**src/rtl/qspi_pkg.sv**
```systemverilog
// Shared opcodes, frame geometry and FSM state encoding for the QSPI target.
package qspi_pkg;

    localparam logic [7:0] QSPI_CMD_QREAD  = 8'hEB;
    localparam logic [7:0] QSPI_CMD_QWRITE = 8'h38;

    localparam int unsigned ADDR_NIBBLES = 6;
    localparam int unsigned CMD_BITS     = 8;

    typedef enum logic [2:0] {
        StIdle,
        StCmd,
        StAddr,
        StDummy,
        StRdata,
        StWdata,
        StIgnore
    } qspi_state_e;

endpackage

```
**src/rtl/qspi_if.sv**
```systemverilog
// QSPI pin bundle plus the byte-wide SRAM port served by the target.
interface qspi_if
    import qspi_pkg::*;
#(
    parameter int unsigned MEM_AW = 8
) ();

    logic              qspi_sck;
    logic              qspi_cs_n;
    logic [3:0]        qspi_io_in;
    logic [3:0]        qspi_io_out;
    logic [3:0]        qspi_io_oe;
    logic [MEM_AW-1:0] mem_addr;
    logic [7:0]        mem_wdata;
    logic              mem_we;
    logic              mem_re;
    logic [7:0]        mem_rdata;

    // Host and SRAM side.
    modport master (
        output qspi_sck, qspi_cs_n, qspi_io_in, mem_rdata,
        input  qspi_io_out, qspi_io_oe, mem_addr, mem_wdata, mem_we, mem_re
    );

    // Target side.
    modport slave (
        input  qspi_sck, qspi_cs_n, qspi_io_in, mem_rdata,
        output qspi_io_out, qspi_io_oe, mem_addr, mem_wdata, mem_we, mem_re
    );

endinterface

```
**src/rtl/qspi_sync_edge.sv**
```systemverilog
// Two-flop synchroniser for an asynchronous level, with 1-clk rise/fall pulses.
module qspi_sync_edge #(
    parameter logic RESET_VAL = 1'b0
) (
    input  logic clk,
    input  logic rst,
    input  logic d,
    output logic q,
    output logic rise,
    output logic fall
);

    logic s1, s2, s3;

    // Synchronise, then keep one delayed copy for edge detection.
    always_ff @(posedge clk or posedge rst) begin
        if (rst) begin
            s1 <= RESET_VAL;
            s2 <= RESET_VAL;
            s3 <= RESET_VAL;
        end else begin
            s1 <= d;
            s2 <= s1;
            s3 <= s2;
        end
    end

    assign q    = s2;
    assign rise = s2 & ~s3;
    assign fall = ~s2 & s3;

endmodule

```
**src/rtl/qspi_target.sv**
```systemverilog
// QSPI target: decodes quad read/write frames and serves them from a byte-wide SRAM port.
module qspi_target
    import qspi_pkg::*;
#(
    parameter int unsigned MEM_AW       = 8,
    parameter int unsigned DUMMY_CYCLES = 4
) (
    input  logic  clk,
    input  logic  rst,
    qspi_if.slave bus,
    output logic  busy
);

    logic sck_rise, sck_fall, unused_sck_level;
    logic cs_s, unused_cs_rise, unused_cs_fall;
    logic [3:0] io_meta, io_s;

    qspi_sync_edge #(
        .RESET_VAL (1'b0)
    ) u_sck_sync (
        .clk  (clk),
        .rst  (rst),
        .d    (bus.qspi_sck),
        .q    (unused_sck_level),
        .rise (sck_rise),
        .fall (sck_fall)
    );

    qspi_sync_edge #(
        .RESET_VAL (1'b1)
    ) u_cs_sync (
        .clk  (clk),
        .rst  (rst),
        .d    (bus.qspi_cs_n),
        .q    (cs_s),
        .rise (unused_cs_rise),
        .fall (unused_cs_fall)
    );

    // IO synchronised with the same latency as SCK, so it is stable on a rise pulse.
    always_ff @(posedge clk or posedge rst) begin
        if (rst) begin
            io_meta <= 4'h0;
            io_s    <= 4'h0;
        end else begin
            io_meta <= bus.qspi_io_in;
            io_s    <= io_meta;
        end
    end

    qspi_state_e       state;
    logic [3:0]        cnt;
    logic [7:0]        cmd_sh;
    logic [23:0]       addr_sh;
    logic [7:0]        data_sh;
    logic [7:0]        pf;
    logic [MEM_AW-1:0] addr;
    logic [3:0]        io_out;
    logic [3:0]        io_oe;
    logic [7:0]        wdata;
    logic              mem_we;
    logic              mem_re;
    logic              rd_pend;
    logic              nib_hi;

    logic [7:0]  cmd_next;
    logic [23:0] addr_next;
    logic        unused_addr;

    // Shift-in candidates for the command and address registers.
    always_comb begin
        cmd_next  = {cmd_sh[6:0], io_s[0]};
        addr_next = {addr_sh[19:0], io_s};
    end

    // Upper address bits are received but not stored beyond MEM_AW.
    assign unused_addr = ^{addr_sh[23:20], addr_next};

    // Capture SRAM read data the clk after each read strobe.
    always_ff @(posedge clk or posedge rst) begin
        if (rst) begin
            rd_pend <= 1'b0;
            pf      <= 8'h00;
        end else begin
            rd_pend <= mem_re;
            if (rd_pend) begin
                pf <= bus.mem_rdata;
            end
        end
    end

    // Frame FSM with registered pin and SRAM outputs; CS_n high always wins.
    always_ff @(posedge clk or posedge rst) begin
        if (rst) begin
            state   <= StIdle;
            cnt     <= 4'd0;
            cmd_sh  <= 8'h00;
            addr_sh <= 24'h0;
            data_sh <= 8'h00;
            addr    <= '0;
            io_out  <= 4'h0;
            io_oe   <= 4'h0;
            wdata   <= 8'h00;
            mem_we  <= 1'b0;
            mem_re  <= 1'b0;
            nib_hi  <= 1'b1;
        end else begin
            mem_we <= 1'b0;
            mem_re <= 1'b0;
            // Post-increment after a write strobe has been presented.
            if (mem_we) begin
                addr <= addr + MEM_AW'(1);
            end
            if (cs_s) begin
                state  <= StIdle;
                cnt    <= 4'd0;
                io_oe  <= 4'h0;
                io_out <= 4'h0;
                nib_hi <= 1'b1;
            end else begin
                case (state)
                    StIdle: begin
                        state <= StCmd;
                        cnt   <= 4'd0;
                    end
                    StCmd: begin
                        if (sck_rise) begin
                            cmd_sh <= cmd_next;
                            if (cnt == 4'(CMD_BITS - 1)) begin
                                cnt <= 4'd0;
                                if (cmd_next == QSPI_CMD_QREAD || cmd_next == QSPI_CMD_QWRITE) begin
                                    state <= StAddr;
                                end else begin
                                    state <= StIgnore;
                                end
                            end else begin
                                cnt <= cnt + 4'd1;
                            end
                        end
                    end
                    StAddr: begin
                        if (sck_rise) begin
                            addr_sh <= addr_next;
                            if (cnt == 4'(ADDR_NIBBLES - 1)) begin
                                cnt    <= 4'd0;
                                addr   <= addr_next[MEM_AW-1:0];
                                nib_hi <= 1'b1;
                                if (cmd_sh == QSPI_CMD_QREAD) begin
                                    mem_re <= 1'b1;
                                    state  <= StDummy;
                                end else begin
                                    state <= StWdata;
                                end
                            end else begin
                                cnt <= cnt + 4'd1;
                            end
                        end
                    end
                    StDummy: begin
                        if (sck_rise) begin
                            if (cnt == 4'(DUMMY_CYCLES - 1)) begin
                                cnt     <= 4'd0;
                                state   <= StRdata;
                                data_sh <= pf;
                                nib_hi  <= 1'b1;
                            end else begin
                                cnt <= cnt + 4'd1;
                            end
                        end
                    end
                    StRdata: begin
                        if (sck_fall) begin
                            io_oe <= 4'hF;
                            if (nib_hi) begin
                                // Start prefetch of the next byte while this one shifts out.
                                io_out <= data_sh[7:4];
                                addr   <= addr + MEM_AW'(1);
                                mem_re <= 1'b1;
                                nib_hi <= 1'b0;
                            end else begin
                                io_out  <= data_sh[3:0];
                                data_sh <= pf;
                                nib_hi  <= 1'b1;
                            end
                        end
                    end
                    StWdata: begin
                        if (sck_rise) begin
                            if (nib_hi) begin
                                data_sh[7:4] <= io_s;
                                nib_hi       <= 1'b0;
                            end else begin
                                wdata  <= {data_sh[7:4], io_s};
                                mem_we <= 1'b1;
                                nib_hi <= 1'b1;
                            end
                        end
                    end
                    StIgnore: begin
                        state <= StIgnore;
                    end
                    default: begin
                        state <= StIdle;
                    end
                endcase
            end
        end
    end

    assign bus.qspi_io_out = io_out;
    assign bus.qspi_io_oe  = io_oe;
    assign bus.mem_addr    = addr;
    assign bus.mem_wdata   = wdata;
    assign bus.mem_we      = mem_we;
    assign bus.mem_re      = mem_re;

    assign busy = ~cs_s && (state != StIdle);

endmodule
```
**src/flat_wrapper.sv**
```systemverilog
// flat-port wrapper written by rule: the top's interface ports become plain ports
module qspi_target_flat import qspi_pkg::*;
#(
    parameter int unsigned MEM_AW       = 8,
    parameter int unsigned DUMMY_CYCLES = 4
)
  (clk, rst, busy, bus_qspi_sck, bus_qspi_cs_n, bus_qspi_io_in, bus_mem_rdata, bus_qspi_io_out, bus_qspi_io_oe, bus_mem_addr, bus_mem_wdata, bus_mem_we, bus_mem_re);
  qspi_if #(.MEM_AW(MEM_AW)) bus_i ();
  input  logic clk;
  input  logic rst;
  output logic busy;
  input wire logic [$bits(bus_i.qspi_sck)-1:0] bus_qspi_sck;
  input wire logic [$bits(bus_i.qspi_cs_n)-1:0] bus_qspi_cs_n;
  input wire logic [$bits(bus_i.qspi_io_in)-1:0] bus_qspi_io_in;
  input wire logic [$bits(bus_i.mem_rdata)-1:0] bus_mem_rdata;
  output wire logic [$bits(bus_i.qspi_io_out)-1:0] bus_qspi_io_out;
  output wire logic [$bits(bus_i.qspi_io_oe)-1:0] bus_qspi_io_oe;
  output wire logic [$bits(bus_i.mem_addr)-1:0] bus_mem_addr;
  output wire logic [$bits(bus_i.mem_wdata)-1:0] bus_mem_wdata;
  output wire logic [$bits(bus_i.mem_we)-1:0] bus_mem_we;
  output wire logic [$bits(bus_i.mem_re)-1:0] bus_mem_re;
  assign bus_i.qspi_sck = bus_qspi_sck;
  assign bus_i.qspi_cs_n = bus_qspi_cs_n;
  assign bus_i.qspi_io_in = bus_qspi_io_in;
  assign bus_i.mem_rdata = bus_mem_rdata;
  assign bus_qspi_io_out = bus_i.qspi_io_out;
  assign bus_qspi_io_oe = bus_i.qspi_io_oe;
  assign bus_mem_addr = bus_i.mem_addr;
  assign bus_mem_wdata = bus_i.mem_wdata;
  assign bus_mem_we = bus_i.mem_we;
  assign bus_mem_re = bus_i.mem_re;
  qspi_target #(.MEM_AW(MEM_AW), .DUMMY_CYCLES(DUMMY_CYCLES)) u_core (.clk(clk), .rst(rst), .bus(bus_i), .busy(busy));
endmodule
```
**config.mk**
```make
export PLATFORM = sky130hd
export DESIGN_NAME = qspi_target_flat
export DESIGN_NICKNAME = d
export VERILOG_FILES = /design/src/rtl/qspi_pkg.sv /design/src/rtl/qspi_if.sv /design/src/rtl/qspi_sync_edge.sv /design/src/rtl/qspi_target.sv /design/src/flat_wrapper.sv
export SDC_FILE = /design/constraint.sdc
export NUM_CORES = 1
export LEC_CHECK = 0
export ABC_AREA = 1
export CELL_PAD_IN_SITES_DETAIL_PLACEMENT = 1
export CELL_PAD_IN_SITES_GLOBAL_PLACEMENT = 1
export CORE_ASPECT_RATIO = 1.1
export CORE_MARGIN = 3
export CORE_UTILIZATION = 42
export DETAILED_ROUTE_END_ITERATION = 10
export PLACE_DENSITY_LB_ADDON = 0.1
export SYNTH_ARGS = -nofsm -noshare
export SYNTH_HDL_FRONTEND = slang
export SYNTH_SLANG_ARGS = --single-unit
```
**constraint.sdc**
```tcl
create_clock -name clk -period 2.6 [get_ports clk]
set_input_delay 0.52 -clock clk [delete_from_list [all_inputs] [get_ports clk]]
set_output_delay 0.52 -clock clk [all_outputs]
set_load 0.05 [all_outputs]
```
After elaboration in Yosys (flattened, before gate mapping)
Index checks and enable logic that the tools add are counted.
W data, S select, Z words.
{"block": "classes", "bitwise": 6, "add_sub_neg": 2, "n_eq_ne": 27, "n_reduce_logical": 20, "muxes": 59}
{"operator": "$mux W8", "n": 10}
{"operator": "$mux W4", "n": 16}
{"operator": "$mux W3", "n": 9}
{"operator": "$ne A3 B2 Y1 const B", "n": 8}
{"operator": "$pmux W3 S6", "n": 1}
{"operator": "$mux W1", "n": 17}
{"operator": "$eq A8 B8 Y1 const B", "n": 2}
{"operator": "$pmux W4 S4", "n": 1}
{"operator": "$pmux W8 S2", "n": 1}
{"operator": "$reduce_and A7 Y1", "n": 2}
{"operator": "$ne A2 B1 Y1 const B", "n": 6}
{"operator": "$pmux W4 S3", "n": 1}
{"operator": "$reduce_bool A5 Y1", "n": 2}
{"operator": "$eq A3 B3 Y1 const B", "n": 3}
{"operator": "$add A8 B1 Y8 const B", "n": 1}
{"operator": "$eq A4 B3 Y1 const B", "n": 2}
{"operator": "$eq A8 B6 Y1 const B", "n": 1}
{"operator": "$pmux W4 S2", "n": 1}
{"operator": "$reduce_and A4 Y1", "n": 2}
{"operator": "$reduce_and A8 Y1", "n": 1}
{"operator": "$eq A3 B2 Y1 const B", "n": 2}
{"operator": "$reduce_and A3 Y1", "n": 2}
{"operator": "$reduce_and A6 Y1", "n": 1}
{"operator": "$reduce_bool A2 Y1", "n": 3}
{"operator": "14 further kinds", "n": 19}
{"block": "totals", "reg_bits": 76, "elab_cells": 136}

Logic depth before layout (Yosys ltp)
{"block": "logic_depth", "word_depth": 7, "ltp_mapped": 11}

Hierarchy
From an unflattened synthesis, not the netlist that was laid out.
{"block": "unflattened", "cells_unflattened": 469, "area_unflattened_um2": 3647.2}
{"module": "qspi_target", "seq_area_each_um2": 1702.9, "cells_each": 453, "area_each_um2": 3455.8, "n_inst": 1}
{"module": "qspi_sync_edge (u_core.u_cs_sync)", "seq_area_each_um2": 78.8, "cells_each": 8, "area_each_um2": 97.6, "n_inst": 1}
{"module": "qspi_sync_edge (u_core.u_sck_sync)", "seq_area_each_um2": 75.1, "cells_each": 8, "area_each_um2": 93.8, "n_inst": 1}

Worst setup path before layout
No wires, ideal clock.
{"block": "synth_path", "path_type": "reg-to-output", "startpoint": "register u_core.u_cs_sync.s2, in the netlist u_core.u_cs_sync.q", "endpoint": "output port busy", "path_stages_with_launch": 3, "required_time_ns": 2.080, "arrival_time_ns": 1.283, "setup_slack_ns": 0.797, "n_path_buf": 1, "path_cell_list": "dfstp_2 buf_2 a21oi_1"}
{"block": "synth_via", "elab_chain_len": 2}
{"item": "start: declaration", "line_no": "qspi_sync_edge.sv:13", "source": "logic s1, s2, s3;"}
{"item": "start signal: assignment", "line_no": "qspi_sync_edge.sv:19", "source": "s2 <= RESET_VAL;"}
{"item": "start signal: assignment", "line_no": "qspi_sync_edge.sv:23", "source": "s2 <= s1;"}
{"item": "$not A1 Y1 (no line)"}
{"item": "$logic_and A1 B1 Y1", "line_no": "qspi_target.sv:217", "source": "assign busy = ~cs_s && (state != StIdle);"}
{"item": "end: declaration", "line_no": "flat_wrapper.sv:11", "source": "output logic busy;"}
Every way passes these cells.

Worst setup path in the final report
{"block": "layout_path", "startpoint": "register u_core.state[1]", "endpoint": "output port busy"}
{"block": "layout_via", "elab_chain_len": 2}
{"item": "start: declaration", "line_no": "qspi_target.sv:51", "source": "qspi_state_e state;"}
{"item": "start signal: assignment", "line_no": "qspi_target.sv:95", "source": "state <= StIdle;"}
{"item": "start signal: assignment", "line_no": "qspi_target.sv:115", "source": "state <= StIdle;"}
{"item": "start signal: assignment", "line_no": "qspi_target.sv:123", "source": "state <= StCmd;"}
{"item": "$reduce_bool A3 Y1", "line_no": "qspi_target.sv:217"}
{"item": "$logic_and A1 B1 Y1", "line_no": "qspi_target.sv:217"}
Every way passes these cells.

==> metrics <==
crit path max fanout 8; hold crit path type reg2reg; vias in the first global route 3320; Synth Area in Simple Gates 26.13%; xor/xnor share of the synthesized area 0.9625%; TritonCTS clock tree built; DR vias/cell 5.137; flop-to-flop setup slack 0.70 ns; Post-CTS Resized 0; mux cell area share after synthesis 1.513%; status complete, no violations; Switching Power 1.657 mW; endpoints failing setup 0; nets between 500 and 600; syn nets 468; die height about 100 um; top_reg_cell synth dfrtp_1; count of input and output buffers 42; clock share of power 26.1%; synth warn 0; GRT overflow 0; post-route clock skew roughly 0.014 ns; Filler cells 1010; antenna fix cells 0; Synth cell types 35; Clock Latency Late Sink about 0.36 ns; 1st-iter DRT viols 119; Worst Max-Slew Pin Slew 0.6504 ns; Int Power 2.536 mW; Synth Area in Compound Gates 12.51%; DRT Wirelength 9509 um; Worst setup SP type flop; Post-CTS Setup Inserts 0; Num CTS Buffers 9; part of the power in registers between 30% and 40%; sequential area share after synthesis 50.29%; vias 3108; drt first pass iters 4; post-synthesis async set-or-reset flop share 100.0%; final instance area 4394 sq um; Req. time, crit path 2.08 ns; Mapped Cells 449; Final period util between 90% and 100%; Slew headroom 56.59%; EDFF count, synth 0; WL per Instance 15.72 um; CTS Hold Buffers Added 0; RSZ-0062 raised after global routing false; largest family of logic cells by synthesized area simple AND/OR/NAND/NOR gates; fmax 408.5 MHz; Ports 43; Setup TNS Final 0 ns; synthesized area 3640 sq um; Net Sw Frac 39.51%; Adder-Cell Fraction of Synth Area under 10%; CTS Buffer Depth 2; initial antenna violation count 0; largest net degree at the start of global routing 32; min Tclk post-route 2.448 ns; Fin. Hold Viols 0; WS Path Type reg2out; post-route DRC violation count 0; Worst-path clk slew 0.08 ns; routability cong. ~0.92; CP endpoint kind output pin; pwr dens 954.3 nW/um^2; Die Width between 90 and 100 um; leak pwr 2.072 nW; DP HPWL between 7000 and 8000 um; synthesis-to-finish area growth 20.73%; maximum VDD drop about 0.46 mV; placed inst area 4154 sq um; maxcap violations 0; average cell area after synthesis 8.106 sq um; H-tree depth 3; Synth Register Bits 73; die area slightly below 10000 sq um; Num Clock Sinks 73; Slew Viols, Final 0; Core ar. 8168 sq um; Routed Antenna Nets 0; share of cells above drive strength 1 slightly above 10%; Worst EP arrival 1.93 ns; Row Count 34; clk root buf clkbuf_8; Comb pwr share 34.6%; Initial Utilization about 45%; GRT Total Usage 20.89%; WHS 0.3530 ns; first-pass GRT wire length 16170 um
## path summary, 6_finish.rpt
path,cells past startpoint,from,end
min reg2reg,0,u_core.io_meta[1]$_DFF_PP0_,u_core.io_s[1]$_DFF_PP0_
min in group asynchronous,2,rst,u_core.io_s[2]$_DFF_PP0_
max,3,u_core.state[1]$_DFFE_PP0P_,busy
max reg2reg,6,u_core.u_cs_sync.q$_DFF_PP1_,u_core.bus.mem_wdata[1]$_DFFE_PP0P_
min,0,u_core.io_meta[1]$_DFF_PP0_,u_core.io_s[1]$_DFF_PP0_
max in group asynchronous,3,rst,u_core.cnt[1]$_DFFE_PP0P_
## cells in the final DEF (no fill, tap or decap), types with 5 or more instances in the layout
cell             netlist  routed
dfrtp_1               70      70
clkbuf_8               0       9
inv_1                 47      46
a21oi_1               10      10
o21ai_1               10      10
clkdlybuf4s50_1        0      42
nand3_1               34      34
nor2_1                38      38
o21ai_0               42      42
nand2_1              131     131
inv_2                  4       5
o21ai_2                8       8
## critical path: stages, from the launching register on
cell and delay (ns):
dfrtp_1 0.54, nor2_4 0.08, a21oi_1 0.14, clkdlybuf4s50_1 0.82
## per-layer routing
| metal | up-vias | routed length, um | GRT usage [%] |
|---|---|---|---|
| li1 | 1519 | - | - |
| met5 | - | 0 | 0 |
| met2 | 50 | 4921 | 36.17 |
| met4 | 0 | 135 | 6.186 |
| met3 | 10 | 292 | 4.641 |
| met1 | 1529 | 4159 | 25.59 |
## per-stage QoR
step	worst slack [ns]	utilization, %	instances	total power [mW]
2_1_floorplan	0.2317	-	449	2.689
3_3_place_gp	0.5645	50.86	590	3.051
3_5_place_dp	0.5466	50.86	590	3.121
4_1_cts	0.1433	53.80	605	4.245
5_1_grt	0.06905	53.80	605	4.492
6_report	0.1521	53.80	605	4.193
## power by group through the flow
| stage | sequential, mW | combinational, mW | clock [mW] |
|---|---|---|---|
| after floorplan | 1.79 | 0.901 | 0 |
| after detailed placement | 1.67 | 1.45 | 0 |
| after global routing | 1.69 | 1.62 | 1.18 |
| final | 1.65 | 1.45 | 1.10 |
| after global placement | 1.65 | 1.40 | 0 |
| after CTS | 1.65 | 1.47 | 1.12 |
## area by class of cell
cell class | instances | area, sq um | area share (%)
Tap cell | 108 | 135.1 | 3.075
Clock inverter | 6 | 116.4 | 2.648
Sequential cell | 73 | 1831 | 41.66
Timing Repair Buffer | 46 | 462.9 | 10.54
Multi-Input combinational cell | 312 | 1534 | 34.91
Inverter | 51 | 191.4 | 4.357
Clock buffer | 9 | 123.9 | 2.819
## state kept, by name, indices dropped and copies added, names as in the netlist
name	cells
u_core.u_sck_sync.s3	1
u_core.cmd_sh	8
u_core.u_sck_sync.q	1
u_core.u_sck_sync.s1	1
u_core.bus.qspi_io_oe	1
u_core.bus.mem_re	1
u_core.addr_sh	4
u_core.pf	8
u_core.bus.qspi_io_out	4
u_core.u_cs_sync.q	1
u_core.bus.mem_addr	8
u_core.data_sh	8
u_core.state	3
u_core.u_cs_sync.s1	1
u_core.io_s	4
u_core.cnt	4
u_core.io_meta	4
u_core.nib_hi	1
u_core.rd_pend	1
u_core.bus.mem_we	1
u_core.bus.mem_wdata	8
## Yosys cell counts, drive strengths merged (3+ instances only)
cell,instances,share of area [%]
nor3,5,1.3
mux2,4,1.2
o21ai,60,9.1
nor2,43,5.1
dfrtp,70,48
inv,51,5.3
ha,3,1.0
o22ai,4,0.69
dfstp,3,2.2
buf,11,2.1
nand2,134,14
a21oi,10,1.4
nand3,34,4.7
## logic make-up (layout without fill, tap and decap cells)
logic type | count (synthesis) | after routing
AND/OR/NAND/NOR | 220 | 220
AO/OA/AOI/OAI | 80 | 80
flip-flops | 73 | 73
buffers and inverters | 64 | 112
multiplexers | 5 | 5
XOR/XNOR | 4 | 4
adder cells (fa/ha/maj) | 3 | 3
Note: power is estimated with default switching activity, not from simulation.
